$ cat src/rtl/apb_fifo_pkg.sv
// ----------------------------------------------------------------------------
// apb_fifo_pkg
// Shared definitions for the APB transmit-FIFO completer: register offsets,
// STATUS/CTRL bit positions and the completer FSM state type.
// ----------------------------------------------------------------------------
package apb_fifo_pkg;

    // Register offsets (byte addresses, compared against the full PADDR)
    localparam int unsigned DATA_OFS   = 32'h00;
    localparam int unsigned STATUS_OFS = 32'h04;
    localparam int unsigned CTRL_OFS   = 32'h08;

    // STATUS layout
    localparam int unsigned ST_EMPTY_BIT = 0;
    localparam int unsigned ST_FULL_BIT  = 1;
    localparam int unsigned ST_OVF_BIT   = 2;
    localparam int unsigned ST_COUNT_LSB = 8;
    localparam int unsigned ST_COUNT_W   = 8;

    // CTRL layout (self-clearing actions, nothing is stored)
    localparam int unsigned CTRL_FLUSH_BIT   = 0;
    localparam int unsigned CTRL_CLR_OVF_BIT = 1;

    typedef enum logic [1:0] {
        IDLE  = 2'd0,
        STALL = 2'd1,
        RESP  = 2'd2
    } state_t;

endpackage

$ cat src/rtl/sync_fifo.sv
// ----------------------------------------------------------------------------
// sync_fifo
// Single-clock FIFO with push, pop and flush. Flush has priority over every
// other operation. Pushes while full and pops while empty are ignored.
// Ports:
//   clk_i, rst_i      clock, asynchronous active-high reset
//   push_i, data_i    write request and write word
//   pop_i             remove the head word
//   flush_i           discard all entries
//   count_o           registered occupancy (0..DEPTH)
//   full_o, empty_o   occupancy flags derived from count_o
//   head_o            word at the read pointer
// ----------------------------------------------------------------------------
module sync_fifo #(
    parameter int DATA_WIDTH = 32,
    parameter int DEPTH      = 8
) (
    input  logic                         clk_i,
    input  logic                         rst_i,
    input  logic                         push_i,
    input  logic                         pop_i,
    input  logic                         flush_i,
    input  logic [DATA_WIDTH-1:0]        data_i,
    output logic [$clog2(DEPTH+1)-1:0]   count_o,
    output logic                         full_o,
    output logic                         empty_o,
    output logic [DATA_WIDTH-1:0]        head_o
);
    localparam int CNT_W = $clog2(DEPTH+1);
    localparam int PTR_W = $clog2(DEPTH);

    logic [DATA_WIDTH-1:0] mem_q [DEPTH];
    logic [PTR_W-1:0]      wr_ptr_q, wr_ptr_d;
    logic [PTR_W-1:0]      rd_ptr_q, rd_ptr_d;
    logic [CNT_W-1:0]      count_q, count_d;
    logic                  push_ok, pop_ok;

    assign full_o  = (count_q == CNT_W'(DEPTH));
    assign empty_o = (count_q == '0);
    assign push_ok = push_i && !full_o;
    assign pop_ok  = pop_i && !empty_o;

    // NOTE: storage has no reset; an empty count makes stale contents unreachable.
    always_ff @(posedge clk_i) begin
        if (push_ok) begin
            mem_q[wr_ptr_q] <= data_i;
        end
    end

    // NOTE: every variable gets its hold value first so no path infers a latch.
    always_comb begin
        wr_ptr_d = wr_ptr_q;
        rd_ptr_d = rd_ptr_q;
        count_d  = count_q;
        if (flush_i) begin
            wr_ptr_d = '0;
            rd_ptr_d = '0;
            count_d  = '0;
        end else begin
            // DEPTH is a power of two, so natural overflow is the modulo wrap
            if (push_ok) wr_ptr_d = wr_ptr_q + PTR_W'(1);
            if (pop_ok)  rd_ptr_d = rd_ptr_q + PTR_W'(1);
            case ({push_ok, pop_ok})
                2'b10:   count_d = count_q + CNT_W'(1);
                2'b01:   count_d = count_q - CNT_W'(1);
                default: count_d = count_q;
            endcase
        end
    end

    // NOTE: non-blocking assignments so all registers update from pre-edge values.
    always_ff @(posedge clk_i or posedge rst_i) begin
        if (rst_i) begin
            wr_ptr_q <= '0;
            rd_ptr_q <= '0;
            count_q  <= '0;
        end else begin
            wr_ptr_q <= wr_ptr_d;
            rd_ptr_q <= rd_ptr_d;
            count_q  <= count_d;
        end
    end

    assign count_o = count_q;
    assign head_o  = mem_q[rd_ptr_q];

endmodule

$ cat src/rtl/apb_tx_fifo_slave.sv
// ----------------------------------------------------------------------------
// apb_tx_fifo_slave
// APB completer in front of a transmit FIFO. Writes to DATA push words; a
// valid/ready stream drains them. A DATA write while full stalls the bus
// until a slot frees, or ends with PSLVERR after WAIT_MAX stall cycles.
// Ports:
//   PCLK, PRESET                 clock, asynchronous active-high reset
//   PSEL, PENABLE, PWRITE        APB control
//   PADDR, PWDATA                APB address / write data
//   PRDATA, PREADY, PSLVERR      registered APB response
//   m_valid, m_ready, m_data     output stream (head of FIFO)
// ----------------------------------------------------------------------------
module apb_tx_fifo_slave
    import apb_fifo_pkg::*;
#(
    parameter int ADDR_WIDTH = 8,
    parameter int DATA_WIDTH = 32,
    parameter int DEPTH      = 8,
    parameter int WAIT_MAX   = 16
) (
    input  logic                  PCLK,
    input  logic                  PRESET,
    input  logic                  PSEL,
    input  logic                  PENABLE,
    input  logic                  PWRITE,
    input  logic [ADDR_WIDTH-1:0] PADDR,
    input  logic [DATA_WIDTH-1:0] PWDATA,
    output logic [DATA_WIDTH-1:0] PRDATA,
    output logic                  PREADY,
    output logic                  PSLVERR,
    output logic                  m_valid,
    input  logic                  m_ready,
    output logic [DATA_WIDTH-1:0] m_data
);
    localparam int CNT_W  = $clog2(DEPTH+1);
    localparam int WAIT_W = $clog2(WAIT_MAX+1);

    state_t                state_q, state_d;
    logic [WAIT_W-1:0]     wait_q, wait_d;
    logic                  ovf_q, ovf_d;
    logic                  pready_q, pready_d;
    logic                  pslverr_q, pslverr_d;
    logic [DATA_WIDTH-1:0] prdata_q, prdata_d;

    logic                  fifo_push, fifo_pop, fifo_flush;
    logic                  fifo_full, fifo_empty;
    logic [CNT_W-1:0]      fifo_count;
    logic [DATA_WIDTH-1:0] status;
    logic                  sel_data, sel_status, sel_ctrl;

    sync_fifo #(
        .DATA_WIDTH (DATA_WIDTH),
        .DEPTH      (DEPTH)
    ) u_fifo (
        .clk_i   (PCLK),
        .rst_i   (PRESET),
        .push_i  (fifo_push),
        .pop_i   (fifo_pop),
        .flush_i (fifo_flush),
        .data_i  (PWDATA),
        .count_o (fifo_count),
        .full_o  (fifo_full),
        .empty_o (fifo_empty),
        .head_o  (m_data)
    );

    assign m_valid  = !fifo_empty;
    assign fifo_pop = m_valid && m_ready;

    assign sel_data   = (PADDR == ADDR_WIDTH'(DATA_OFS));
    assign sel_status = (PADDR == ADDR_WIDTH'(STATUS_OFS));
    assign sel_ctrl   = (PADDR == ADDR_WIDTH'(CTRL_OFS));

    always_comb begin
        status = '0;
        status[ST_EMPTY_BIT] = fifo_empty;
        status[ST_FULL_BIT]  = fifo_full;
        status[ST_OVF_BIT]   = ovf_q;
        status[ST_COUNT_LSB +: ST_COUNT_W] = ST_COUNT_W'(fifo_count);
    end

    always_comb begin
        state_d    = state_q;
        wait_d     = wait_q;
        ovf_d      = ovf_q;
        pready_d   = pready_q;
        pslverr_d  = pslverr_q;
        prdata_d   = prdata_q;
        fifo_push  = 1'b0;
        fifo_flush = 1'b0;

        case (state_q)
            IDLE: begin
                if (PSEL && PENABLE) begin
                    if (PWRITE && sel_data && fifo_full) begin
                        state_d = STALL;
                        wait_d  = WAIT_W'(1);
                    end else begin
                        pready_d = 1'b1;
                        state_d  = RESP;
                        if (sel_data) begin
                            if (PWRITE) fifo_push = 1'b1;
                            else        prdata_d  = '0;
                        end else if (sel_status) begin
                            if (!PWRITE) prdata_d = status;
                        end else if (sel_ctrl) begin
                            if (PWRITE) begin
                                fifo_flush = PWDATA[CTRL_FLUSH_BIT];
                                if (PWDATA[CTRL_CLR_OVF_BIT]) ovf_d = 1'b0;
                            end else begin
                                prdata_d = '0;
                            end
                        end else begin
                            pslverr_d = 1'b1;
                        end
                    end
                end
            end

            STALL: begin
                if (!PSEL) begin
                    state_d = IDLE;
                end else if (!fifo_full) begin
                    // Full is registered: a pop seen last edge frees the slot now
                    fifo_push = 1'b1;
                    pready_d  = 1'b1;
                    state_d   = RESP;
                end else if (wait_q == WAIT_W'(WAIT_MAX)) begin
                    ovf_d     = 1'b1;
                    pready_d  = 1'b1;
                    pslverr_d = 1'b1;
                    state_d   = RESP;
                end else begin
                    wait_d = wait_q + WAIT_W'(1);
                end
            end

            RESP: begin
                // PSEL/PENABLE are still high here; returning to IDLE without
                // decoding keeps the completing transfer from retriggering
                pready_d  = 1'b0;
                pslverr_d = 1'b0;
                state_d   = IDLE;
            end

            default: state_d = IDLE;
        endcase
    end

    always_ff @(posedge PCLK or posedge PRESET) begin
        if (PRESET) begin
            state_q   <= IDLE;
            wait_q    <= '0;
            ovf_q     <= 1'b0;
            pready_q  <= 1'b0;
            pslverr_q <= 1'b0;
            prdata_q  <= '0;
        end else begin
            state_q   <= state_d;
            wait_q    <= wait_d;
            ovf_q     <= ovf_d;
            pready_q  <= pready_d;
            pslverr_q <= pslverr_d;
            prdata_q  <= prdata_d;
        end
    end

    assign PREADY  = pready_q;
    assign PSLVERR = pslverr_q;
    assign PRDATA  = prdata_q;

endmodule
$ cat config.mk
export PLATFORM = sky130hd
export DESIGN_NAME = apb_tx_fifo_slave
export DESIGN_NICKNAME = d
export VERILOG_FILES = /design/src/rtl/apb_fifo_pkg.sv /design/src/rtl/sync_fifo.sv /design/src/rtl/apb_tx_fifo_slave.sv
export SDC_FILE = /design/constraint.sdc
export NUM_CORES = 1
export LEC_CHECK = 0
export CELL_PAD_IN_SITES_DETAIL_PLACEMENT = 0
export CELL_PAD_IN_SITES_GLOBAL_PLACEMENT = 1
export CORE_ASPECT_RATIO = 1.25
export CORE_MARGIN = 3
export CORE_UTILIZATION = 31
export CTS_CLUSTER_SIZE = 8
export DETAILED_ROUTE_END_ITERATION = 16
export HOLD_SLACK_MARGIN = 0.05
export PLACE_DENSITY_LB_ADDON = 0.1
export SYNTH_ARGS = -nofsm -noshare
export SYNTH_HDL_FRONTEND = slang
export SYNTH_SLANG_ARGS = --single-unit
$ cat constraint.sdc
create_clock -name PCLK -period 5.92 [get_ports PCLK]
set_input_delay 1.184 -clock PCLK [delete_from_list [all_inputs] [get_ports PCLK]]
set_output_delay 1.184 -clock PCLK [all_outputs]
set_load 0.03 [all_outputs]
# After elaboration in Yosys (flattened, before gate mapping)
# Memory sizes are Yosys's and may differ from the RTL's.
# Index checks and enable logic that the tools add are counted.
dict set report word_totals {
  inputBits 46
  output_inout_bits 67
  mem_count 1
  reg_bits 52
  ram_bits 256
  elab_cells 124
}
dict set report classes {
  n_eq_ne 24
  n_mux 61
  n_bitwise 1
  add_sub_neg 5
  reduce_logical 23
}
# name depth word_bits rd rd_clocked_by_memory_dff write_ports line
set memory_table {}
lappend memory_table {u_fifo.mem_q 8 32 1 0 1 sync_fifo.sv:32} ;# logic [DATA_WIDTH-1:0] mem_q [DEPTH];
# operator count
set ops {}
lappend ops {{$mux 32} 5}
lappend ops {{$mux 1} 34}
lappend ops {{$ne 2x2->1 const B} 13}
lappend ops {{$mux 5} 5}
lappend ops {{$mux 3} 4}
lappend ops {{$reduce_and 11->1} 1}
lappend ops {{$mux 2} 5}
lappend ops {{$pmux 5 s2} 1}
lappend ops {{$reduce_and 5->1} 2}
lappend ops {{$reduce_and 9->1} 1}
lappend ops {{$reduce_bool 3->1} 3}
lappend ops {{$eq 8x3->1 const B} 1}
lappend ops {{$eq 8x4->1 const B} 1}
lappend ops {{$logic_not 8->1} 1}
lappend ops {{$pmux 4 s2} 1}
lappend ops {{$add 3x1->3 const B} 2}
lappend ops {{$logic_and 1x1->1} 6}
lappend ops {{$ne 3x3->1 const B} 2}
lappend ops {{$pmux 1 s3} 2}
lappend ops {{$reduce_and 6->1} 1}
lappend ops {{$reduce_bool 2->1} 3}
lappend ops {{$add 5x1->5 const B} 1}
lappend ops {{$eq 5x5->1 const B} 1}
lappend ops {{$add 4x1->4 const B} 1}
lappend ops {{other kinds (13)} 17}

# Logic depth before layout (Yosys ltp)
dict set report logic_depth {
  ltp_word 10
  depth_mapped 9
  ltp_nobuf 9
}

# Modules after synthesis
# From an unflattened synthesis, not the netlist that was laid out.
dict set report unflattened {
  cells_unflattened 601
  area_unflattened_um2 12127.9
}
# module cells_per_inst area_each_um2 seq_area_each_um2 n_inst
set by_module_without_submodules {}
lappend by_module_without_submodules {sync_fifo 452 10357.4 7937.6 1}
lappend by_module_without_submodules {apb_tx_fifo_slave 149 1770.4 1051.0 1}

# Worst setup path after synthesis
# No wires, ideal clock.
dict set report synth_path {
  path_kind {input -> register}
  from {input PADDR[1]}
  to {memory u_fifo.mem_q[4][0] (enable)}
  path_stages 4
  slack_ns 0.049
  required_time_ns 5.407
  path_buffers 0
  arrival_time_ns 5.358
  setup_ns 0.513
  cell_sequence {nor4_4 > a31o_2 > nand2_1 > nor4b_1}
}
dict set report synth_via {
  elab_chain_cells 9
  elab_cells_between_ends 10
  classes_between {mux: 6; reduce/logical: 4}
}
# item line
set synth_lines {}
lappend synth_lines {{from (decl)} apb_tx_fifo_slave.sv:26} ;# input logic [ADDR_WIDTH-1:0] PADDR,
lappend synth_lines {{$logic_not 8->1 (*)} apb_tx_fifo_slave.sv:70} ;# assign sel_data = (PADDR == ADDR_WIDTH'(DATA_OFS));
lappend synth_lines {{$logic_and 1x1->1 (2 in series)} apb_tx_fifo_slave.sv:95} ;# if (PWRITE && sel_data && fifo_full) begin
lappend synth_lines {{$mux 1 (*)} apb_tx_fifo_slave.sv:95}
lappend synth_lines {{$mux 1 (*)} apb_tx_fifo_slave.sv:94} ;# if (PSEL && PENABLE) begin
lappend synth_lines {{$pmux 1 s2 (*)} apb_tx_fifo_slave.sv:92} ;# case (state_q)
lappend synth_lines {{$logic_and 1x1->1 (*)} sync_fifo.sv:40} ;# assign push_ok = push_i && !full_o;
lappend synth_lines {{$mux 1 (*)} sync_fifo.sv:45} ;# if (push_ok) begin
lappend synth_lines {{$mux 1 (not written as such) (*)} sync_fifo.sv:46} ;# mem_q[wr_ptr_q] <= data_i;
lappend synth_lines {{to (decl)} sync_fifo.sv:32}
# Mark *: on every way between the ends. The rest lies on a longest branch, timed or not.

# Worst setup path in the final report
dict set report layout_path {
  from {register u_fifo.rd_ptr_q[0]}
  to {output m_data[5]}
}
dict set report layout_via {
  elab_chain_cells 1
}
# item line
set layout_lines {}
lappend layout_lines {{from (decl)} sync_fifo.sv:34} ;# logic [PTR_W-1:0] rd_ptr_q, rd_ptr_d;
lappend layout_lines {{from (signal assigned)} sync_fifo.sv:79} ;# rd_ptr_q <= rd_ptr_d;
lappend layout_lines {{$mem_v2 8x32} --}
lappend layout_lines {{to (decl)} apb_tx_fifo_slave.sv:33} ;# output logic [DATA_WIDTH-1:0] m_data
# No other way between the ends.

==> results.md <==
* Outcome: complete, no violations
* Flop and latch count out of synthesis at 308
* Nets at a little under 800
* Max transition margin at 23.2%
* First-pass GRT wire length at between 40 and 50 mm
* Leakage power at around 5 nW
* Setup TNS at 0 ns
* Mapped Cells at between 500 and 600
* CTS tree: built
* Total power at 6.52 mW
* CP arrival at 3.43 ns
* Max_cap viols at 0
* DP Area at about 14000 um2
* Vias per cell at ~4.8
* Design area at between 10000 and 15000 um2
* Antenna Cells at 0
* Max-slew violations at 0
* Synth top area cells: edfxtp_1, mux4_2, dfrtp_1, mux2_2, and2_1
* Final hold viol count at 0
* Asr flop ratio synth at ~17%
* DR iter-0 viols at roughly 310
* Clock network fraction of design power at about a third
* Hold-fix buffer count after cts at 0
* Dpl cells at approximately 1200
* Yosys top cell area share at a little under two thirds
* Sequential Power Share at 41.3%
* I/O Pins at approximately 110
* Final worst slack at roughly 1.3 ns
* Post-Layout Cell Count at 1243
* Final Cycle Share at 77.9%
* Startpoint Class: register
* Crit path kind: reg2out
* Clock Path Buffers at 3
* Yosys top cell by area: edfxtp_1
* Core area at 38200 um2
* DR DRC count at 0
* Routed len/inst at around 21 um
* CP required at roughly 4.7 ns
* Switching share of power at ~29%
* Clock Sinks at about 310
* Port Buffers at 112
* Commonest non-fill, non-tap cell in the layout: edfxtp_1
* Synth-to-Final Area Change at 24.5%
* Num rows at 80
* Die area at 41300 um2
* Power Density at around 430 nW/um2
* Number of global-route vias before repair at about 6700
* Core Util, Final at 39.2%
* Worst-Skew Late Latency at 0.53 ns
* GRT overflow at 0
* Top FF cell, synth: edfxtp_1
* Total GRT Usage at between 10% and 20%
* Post-CTS Setup Inserts at 0
* NetSw at around 1.9 mW
* Fmax at 217 MHz
* Syn nets at between 600 and 700
* Largest net degree at the start of global routing at 67
* Int Power at 4.66 mW
* Clock-pin transition on the worst setup and hold timing paths at around 0.05 ns
* Post-Route WL at ~26 mm
* Slew @ Worst Pin at between 1 and 1.5 ns
* RD Place Congestion at 0.774
* Vias at roughly 6000
* Initial core utilization at between 30% and 40%
* CP Max Fanout at 44
* Seq/Total Area, Yosys at 74.6%
* Cts repair resizes at 0
* First-pass DRT Iterations at 5
* Most frequent cells in the layout: edfxtp_1, clkdlybuf4s50_1, mux4_2, dfrtp_1, clkbuf_16
* Crit. End Element: output pin
* Chip Height at approximately 230 um
* # setup viols final at 0
* Maximum level of the CTS H-tree at 2
* Synth Cell Area at 12100 um2
* Detailed placement HPWL at around 15 mm
* Initial antenna violation count at 0
* Yosys warns at 0
* Layout cells sized above 1 at 23.8%
* Post-layout min period at 4.61 ns
* RSZ-0062 raised after global routing: false
* ANT nets after route at 0
* Count of unique library cells instantiated by Yosys at 57
* HP Class: reg2reg
* Hold Slack at roughly 0.48 ns
* Die W at 182 um
* Clock root buffer: clkbuf_16
* Clk_skew at 0.0166 ns
* Pre-CTS WS at around 1.5 ns
* Num CTS Buffers at between 40 and 50
* VDD IR max at around 170 uV
* Power share of the combinational group at around a quarter
* Number of synthesized flops with an enable pin at approximately 260
* Avg Inst Size Synth at just over 20 um2
==> synthesized netlist by cell type (2+ instances only) <==
cell,n
nand4_1,3
ha_1,6
nand2b_1,2
dfrtp_1,52
o21a_1,2
buf_2,6
and2_1,27
nor3_1,7
edfxtp_1,256
mux2_2,32
buf_6,2
buf_1,4
nor2_1,14
a21oi_1,8
a22o_1,7
mux4_2,64
a31oi_1,2
nand3_1,6
inv_1,8
xor2_1,4
mux2i_1,3
nand2_1,12
clkbuf_1,16
o21ai_0,6
nor3b_1,5
xnor2_1,3
nor4b_1,2
o31ai_1,4
o41ai_1,2
==> state kept, by name, summed over array words and instances (netlist names), 2 cells and up <==
signal / cells
u_fifo.mem_q: 256
PRDATA: 32
wait_q: 5
u_fifo.count_o: 4
u_fifo.rd_ptr_q: 3
u_fifo.wr_ptr_q: 3
state_q: 2
==> path summary, 6_finish.rpt <==
kind | start | cells after the start | endpoint | slack (ns)
setup / recovery | u_fifo.rd_ptr_q[0] | 4 | m_data[5] | 1.31
hold / removal | PRDATA[15] | 1 | PRDATA[15] | 0.48
setup reg to reg | state_q[1] | 5 | u_fifo.mem_q[7][30] | 2.83
hold reg to reg | PRDATA[15] | 1 | PRDATA[15] | 0.48
max in group asynchronous | PRESET | 2 | u_fifo.rd_ptr_q[0] | 3.81
min in group asynchronous | PRESET | 2 | PRDATA[18] | 1.27
==> kinds of logic after synthesis <==
kind of cell	synth area share (%)
adder cells (fa/ha/maj)	0.623
AO/OA/AOI/OAI	2.93
multiplexers	15.2
buffers and inverters	1.31
flip-flops	74.6
AND/OR/NAND/NOR	4.85
XOR/XNOR	0.509
==> worst max-delay path, stage by stage (launching register included) <==
cell	delay, ns
dfrtp_4	1.05
buf_4	0.41
mux4_2	0.56
mux2_2	0.28
clkdlybuf4s50_1	0.59
==> per-layer routing <==
metal,global-route usage (%),routed length [um],vias to the layer above
li1,-,-,2677
met5,0,0,-
met2,22.5,13500,161
met4,4.08,522,0
met3,3.13,1370,40
met1,15.9,10800,3123
==> power groups by stage <==
stage | clock [mW] | sequential, mW | combinational [mW]
floorplan | 0 | 2.45 | 1.34
detailed placement | 0 | 2.75 | 1.66
CTS | 2.28 | 2.72 | 1.66
global placement | 0 | 2.75 | 1.65
finish | 2.19 | 2.70 | 1.63
global route | 2.36 | 2.73 | 1.73
==> cell type report <==
cell class                 instances  area (um2)
inverter                           8        30.0
timing repair buffer             125        1220
sequential                       308        9000
fill                            3469       23200
clock inverter                     1        5.00
clock buffer                      60        1180
tap                              492         616
multi-input combinational        249        2950
No activity file was read; power rests on OpenSTA's default activity.
==> variant 1: new RTL, same settings <==
Take the reset off `prdata_q` and load it in a clocked block of its own.
--- a/src/rtl/apb_tx_fifo_slave.sv
+++ b/src/rtl/apb_tx_fifo_slave.sv
@@ -154,15 +154,17 @@
             ovf_q     <= 1'b0;
             pready_q  <= 1'b0;
             pslverr_q <= 1'b0;
-            prdata_q  <= '0;
         end else begin
             state_q   <= state_d;
             wait_q    <= wait_d;
             ovf_q     <= ovf_d;
             pready_q  <= pready_d;
             pslverr_q <= pslverr_d;
-            prdata_q  <= prdata_d;
         end
+    end
+
+    always_ff @(posedge PCLK) begin
+        prdata_q <= prdata_d;
     end
 
     assign PREADY  = pready_q;
Check against the original RTL: not equivalent (a bounded check fails within 4 cycles, from zero or initial values and one cycle with PRESET high).
==> variant 1 against the original RTL <==
- via count rose by 3.7%
- die area rose by 1.2%
- count of clock-buffer cells in the layout rose by 1
- routed wire length rose by 2.1%
- core utilization rose by 0.18 points
- area after synthesis rose by 1.3%
- non-clock buffer count fell by 1
- maximum frequency fell by 0.72%
- cell count rose by 1.7%
- worst setup slack got worse by 0.034 ns
- power rose by 1.5%
- final area rose by 1.3%
- sequential cell count did not move
- critical path depth did not move
- critical path type unchanged
- highest routed layer unchanged
==> variant 1: results (changes against the original RTL) <==
* Routing usage on met1 at 0.1628 (+0.003696)
* Area of the multi-input gates at 2929 um2 (-0.72%)
* Power in the clock group at 0.00224 W (+2%)
* Post-synthesis adder-cell area fraction at 0.006151 (-0.00007854)
* Static Leak at 4.992 nW (-0.32%)
* Clk tree area frac at 0.08066 (+0.001494)
* DP Wirelength at 15460 um (+3.4%)
* Invs w/o clock at 13 (+5)
* Multi-In Gates at 264 (+6.0%)
* Placer Congestion at 0.7251 (-6.3%)
* Routed length on met3 at 1268 um (-7.4%)
* Layout clock buffers at 61 (+1.7%)
* Pint at 0.004728 W (+1.5%)
* Mux cell area share after synthesis at 0.1511 (-0.0008914)
* Buffers outside the clock class at 124 (-0.80%)
* Total GRT Usage at 0.1308 (+0.001793)
* Post-Synth XOR/XNOR Area at 0.004305 (-0.0007817)
* M1 WL at 11090 um (+2.6%)
* Non-clk buf share at 0.07975 (-0.001499)
* Vias in the first global route at 7005 (+4.2%)
* Worst Path Arrival at 3.46 ns (+0.03 ns)
* Slew Viols, Final at 0 (unchanged)
* Avg Cell Area, Syn at 19.85 um2 (-2.3%)
* Synth area leaders: edfxtp_1 71%, mux4_2 12%, dfrtp_1 4.1%, mux2_2 3.1%, and3_1 1.4%
* # fillers at 3455 (-0.40%)
* CP max FO at 45 (+2.3%)
* Post-synthesis compound-gate area fraction at 0.02255 (-0.006725)
* Iteration-0 DRC Markers at 412 (+34%)
* Proportion of layout cells with a drive suffix above 1 at 0.2319 (-0.006484)
* Seq/Total Area, Yosys at 0.7496 (+0.003717)
* First-pass DRT Iterations at 4 (-1)
* Cells after DPL at 1201 (+1.6%)
* Met2 Track Usage GR at 0.2256 (+0.0007892)
* Async SR Flop Fraction at 0.06494 (-0.1039)
* EDFF count, synth at 288 (+13%)
* Pre-CTS WS at 1.200 ns (-0.3066 ns)
* Pwr Total at 0.006623 W (+1.5%)
* Status: completed
* Met2 routed wirelength at 13890 um (+3.0%)
* DR top layer: met4
* Non-filler cells, final at 1264 (+1.7%)
* Synth cell count leaders: 288 x edfxtp_1, 64 x mux4_2, 34 x mux2_2, 29 x nor2_1, 27 x and3_1
* First-pass GRT wire length at 41840 um (+2.6%)
* Synth cell types at 52 (-8.8%)
* Syn. warnings at 0 (unchanged)
* Syn_nets at 667 (+3.4%)
* Max VDD drop at 0.0002589 V (+50%)
* # nets final at 807 (+2.4%)
* Clock Tree Buf Depth at 3 (unchanged)
* Final Skew at 0.01219 ns (-0.004401 ns)
* Flop pwr share at 0.410 (-0.003)
* Relative slew slack at 0.2942 (+0.06180)
* Vias at 6225 (+3.7%)
* Dominant synthesized flop cell: edfxtp_1
* GRT met3 Usage at 0.03203 (+0.0007367)
* WL final at 26750 um (+2.1%)
* Seq/total area at 0.6030 (+0.003131)
* Pwr Density at 436.1 nW/um2 (+0.29%)
* DP Area at 13960 um2 (+1.1%)
## variant 1: cell types whose count changed in the layout (fill, tap and decap cells not counted), sizes merged, moves of 7 or more
| cell | delta |
|---|---|
| inv | +7 |
| and3 | +25 |
| and2 | -27 |
| dfrtp | -32 |
| nand3 | +9 |
| edfxtp | +32 |
| nor2 | +15 |
## variant 1: worst paths after layout
| path | end | cells after the start | slack (ns) | from |
|---|---|---|---|---|
| setup / recovery | m_data[25] | 4 | 1.27 | u_fifo.rd_ptr_q[0] |
| hold / removal | ovf_q | 2 | 0.54 | ovf_q |
| setup reg to reg | u_fifo.mem_q[3][18] | 6 | 2.89 | state_q[0] |
| hold reg to reg | ovf_q | 2 | 0.54 | ovf_q |
| max in group asynchronous | u_fifo.rd_ptr_q[0] | 2 | 4.17 | PRESET |
| min in group asynchronous | PSLVERR | 2 | 1.12 | PRESET |
==> variant 2: new RTL, same settings <==
Without the edit above. The parameter `ADDR_WIDTH` goes from 8 to 9.
--- a/src/rtl/apb_tx_fifo_slave.sv
+++ b/src/rtl/apb_tx_fifo_slave.sv
@@ -13,7 +13,7 @@
 module apb_tx_fifo_slave
     import apb_fifo_pkg::*;
 #(
-    parameter int ADDR_WIDTH = 8,
+    parameter int ADDR_WIDTH = 9,
     parameter int DATA_WIDTH = 32,
     parameter int DEPTH      = 8,
     parameter int WAIT_MAX   = 16
Ports: changed (resized PADDR); port bits go from 113 to 114. The function was not compared with the original's and may differ.
==> variant 2 against the original RTL <==
- area after synthesis grew 0.16%
- count of clock-buffer cells in the layout fell by 1
- maximum frequency is 4.1% higher
- power is 0.74% higher
- sequential share of layout area decreased by 0.22 points
- critical path depth did not move
- worst setup slack improved by 0.18 ns
- sequential cell count is the same
- final area is 0.38% higher
- routed wire length grew 2.5%
- largest cell class unchanged
==> variant 2: results (changes against the original RTL) <==
* Hold Slack at 0.4833 ns (-0.0002670 ns)
* Layout clock buffers at 59 (-1.7%)
* Final Skew at 0.008246 ns (-0.008348 ns)
* Total GRT Usage at 0.1315 (+0.002504)
* Placer Congestion at 0.7283 (-5.9%)
* Pre-CTS WS at 1.565 ns (+0.05824 ns)
* CTS H-tree lvls at 2 (unchanged)
* # fillers at 3487 (+0.52%)
* Worst R2R End: u_fifo.mem_q[6][10]
* Max VDD drop at 0.0002101 V (+21%)
* Setup crit end: m_data[26]
* Synth cell count leaders: 256 x edfxtp_1, 64 x mux4_2, 52 x dfrtp_1, 32 x mux2_2, 26 x and2_1
* Vias per std cell at 4.852 (+0.50%)
* Synth area leaders: edfxtp_1 64%, mux4_2 12%, dfrtp_1 11%, mux2_2 3.0%, and2_1 1.3%
* WL/cell at 21.36 um (+1.4%)
* Iteration-0 DRC Markers at 295 (-3.9%)
* Invs w/o clock at 6 (-2)
* Seq/Total Area, Yosys at 0.7447 (-0.001160)
* First-pass GRT wire length at 41480 um (+1.7%)
* # diodes at 1 (+1)
* Hold Path End: PRDATA[28]
* Worst Path Arrival at 3.25 ns (-0.18 ns)
* Clock Tree Buf Depth at 3 (unchanged)
* Area of the multi-input gates at 2970 um2 (+0.68%)
* Initial antenna violation count at 1 (+1)
* DP Wirelength at 15360 um (+2.8%)
* Cells after DPL at 1194 (+1.0%)
* Syn_nets at 659 (+2.2%)
* Non-clk buf share at 0.08111 (-0.0001378)
* Clk tree area frac at 0.08144 (+0.002280)
* Vias in the first global route at 6737 (+0.22%)
* Post-Syn Instances at 606 (+2.2%)
* Seq Cell Count at 308 (unchanged)
* Port bufs at 113 (+0.89%)
* DP Area at 13830 um2 (+0.11%)
* Status: completed
* Worst slew pin tran at 1.092 ns (-0.05636 ns)
* Area grow syn2layout at 24.73%
variant 2: routing by layer:
metal,routed length (um),track usage,vias up
met5,0,0,-
met4,618,0.04179,0
met3,1507,0.03354,46
met2,13620,0.2244,154
met1,11110,0.1648,3175
li1,-,-,2724
variant 2: power breakdown:
group | leakage (nW) | total (W) | switching (W) | internal [W]
combinational | 1.46 | 0.00164 | 0.000743 | 0.000897
sequential | 3.00 | 0.00266 | 0.000274 | 0.00239
clock | 0.594 | 0.00227 | 0.000863 | 0.00141
total | 5.05 | 0.00657 | 0.00188 | 0.00469
variant 2: kinds of logic after synthesis:
family	Yosys count	share of synthesized area
xor+xnor	4	0.002903
buf+inv	35	0.01327
mux	98	0.1509
compound gates	51	0.02882
fa+ha+maj	6	0.006219
flops	308	0.7447
simple gates	104	0.05318
variant 2: critical path, cell delays in order, from the launching register on:
cell	delay [ns]
dfrtp_4	0.81
buf_4	0.43
mux4_2	0.55
mux2_2	0.29
clkdlybuf4s50_1	0.62
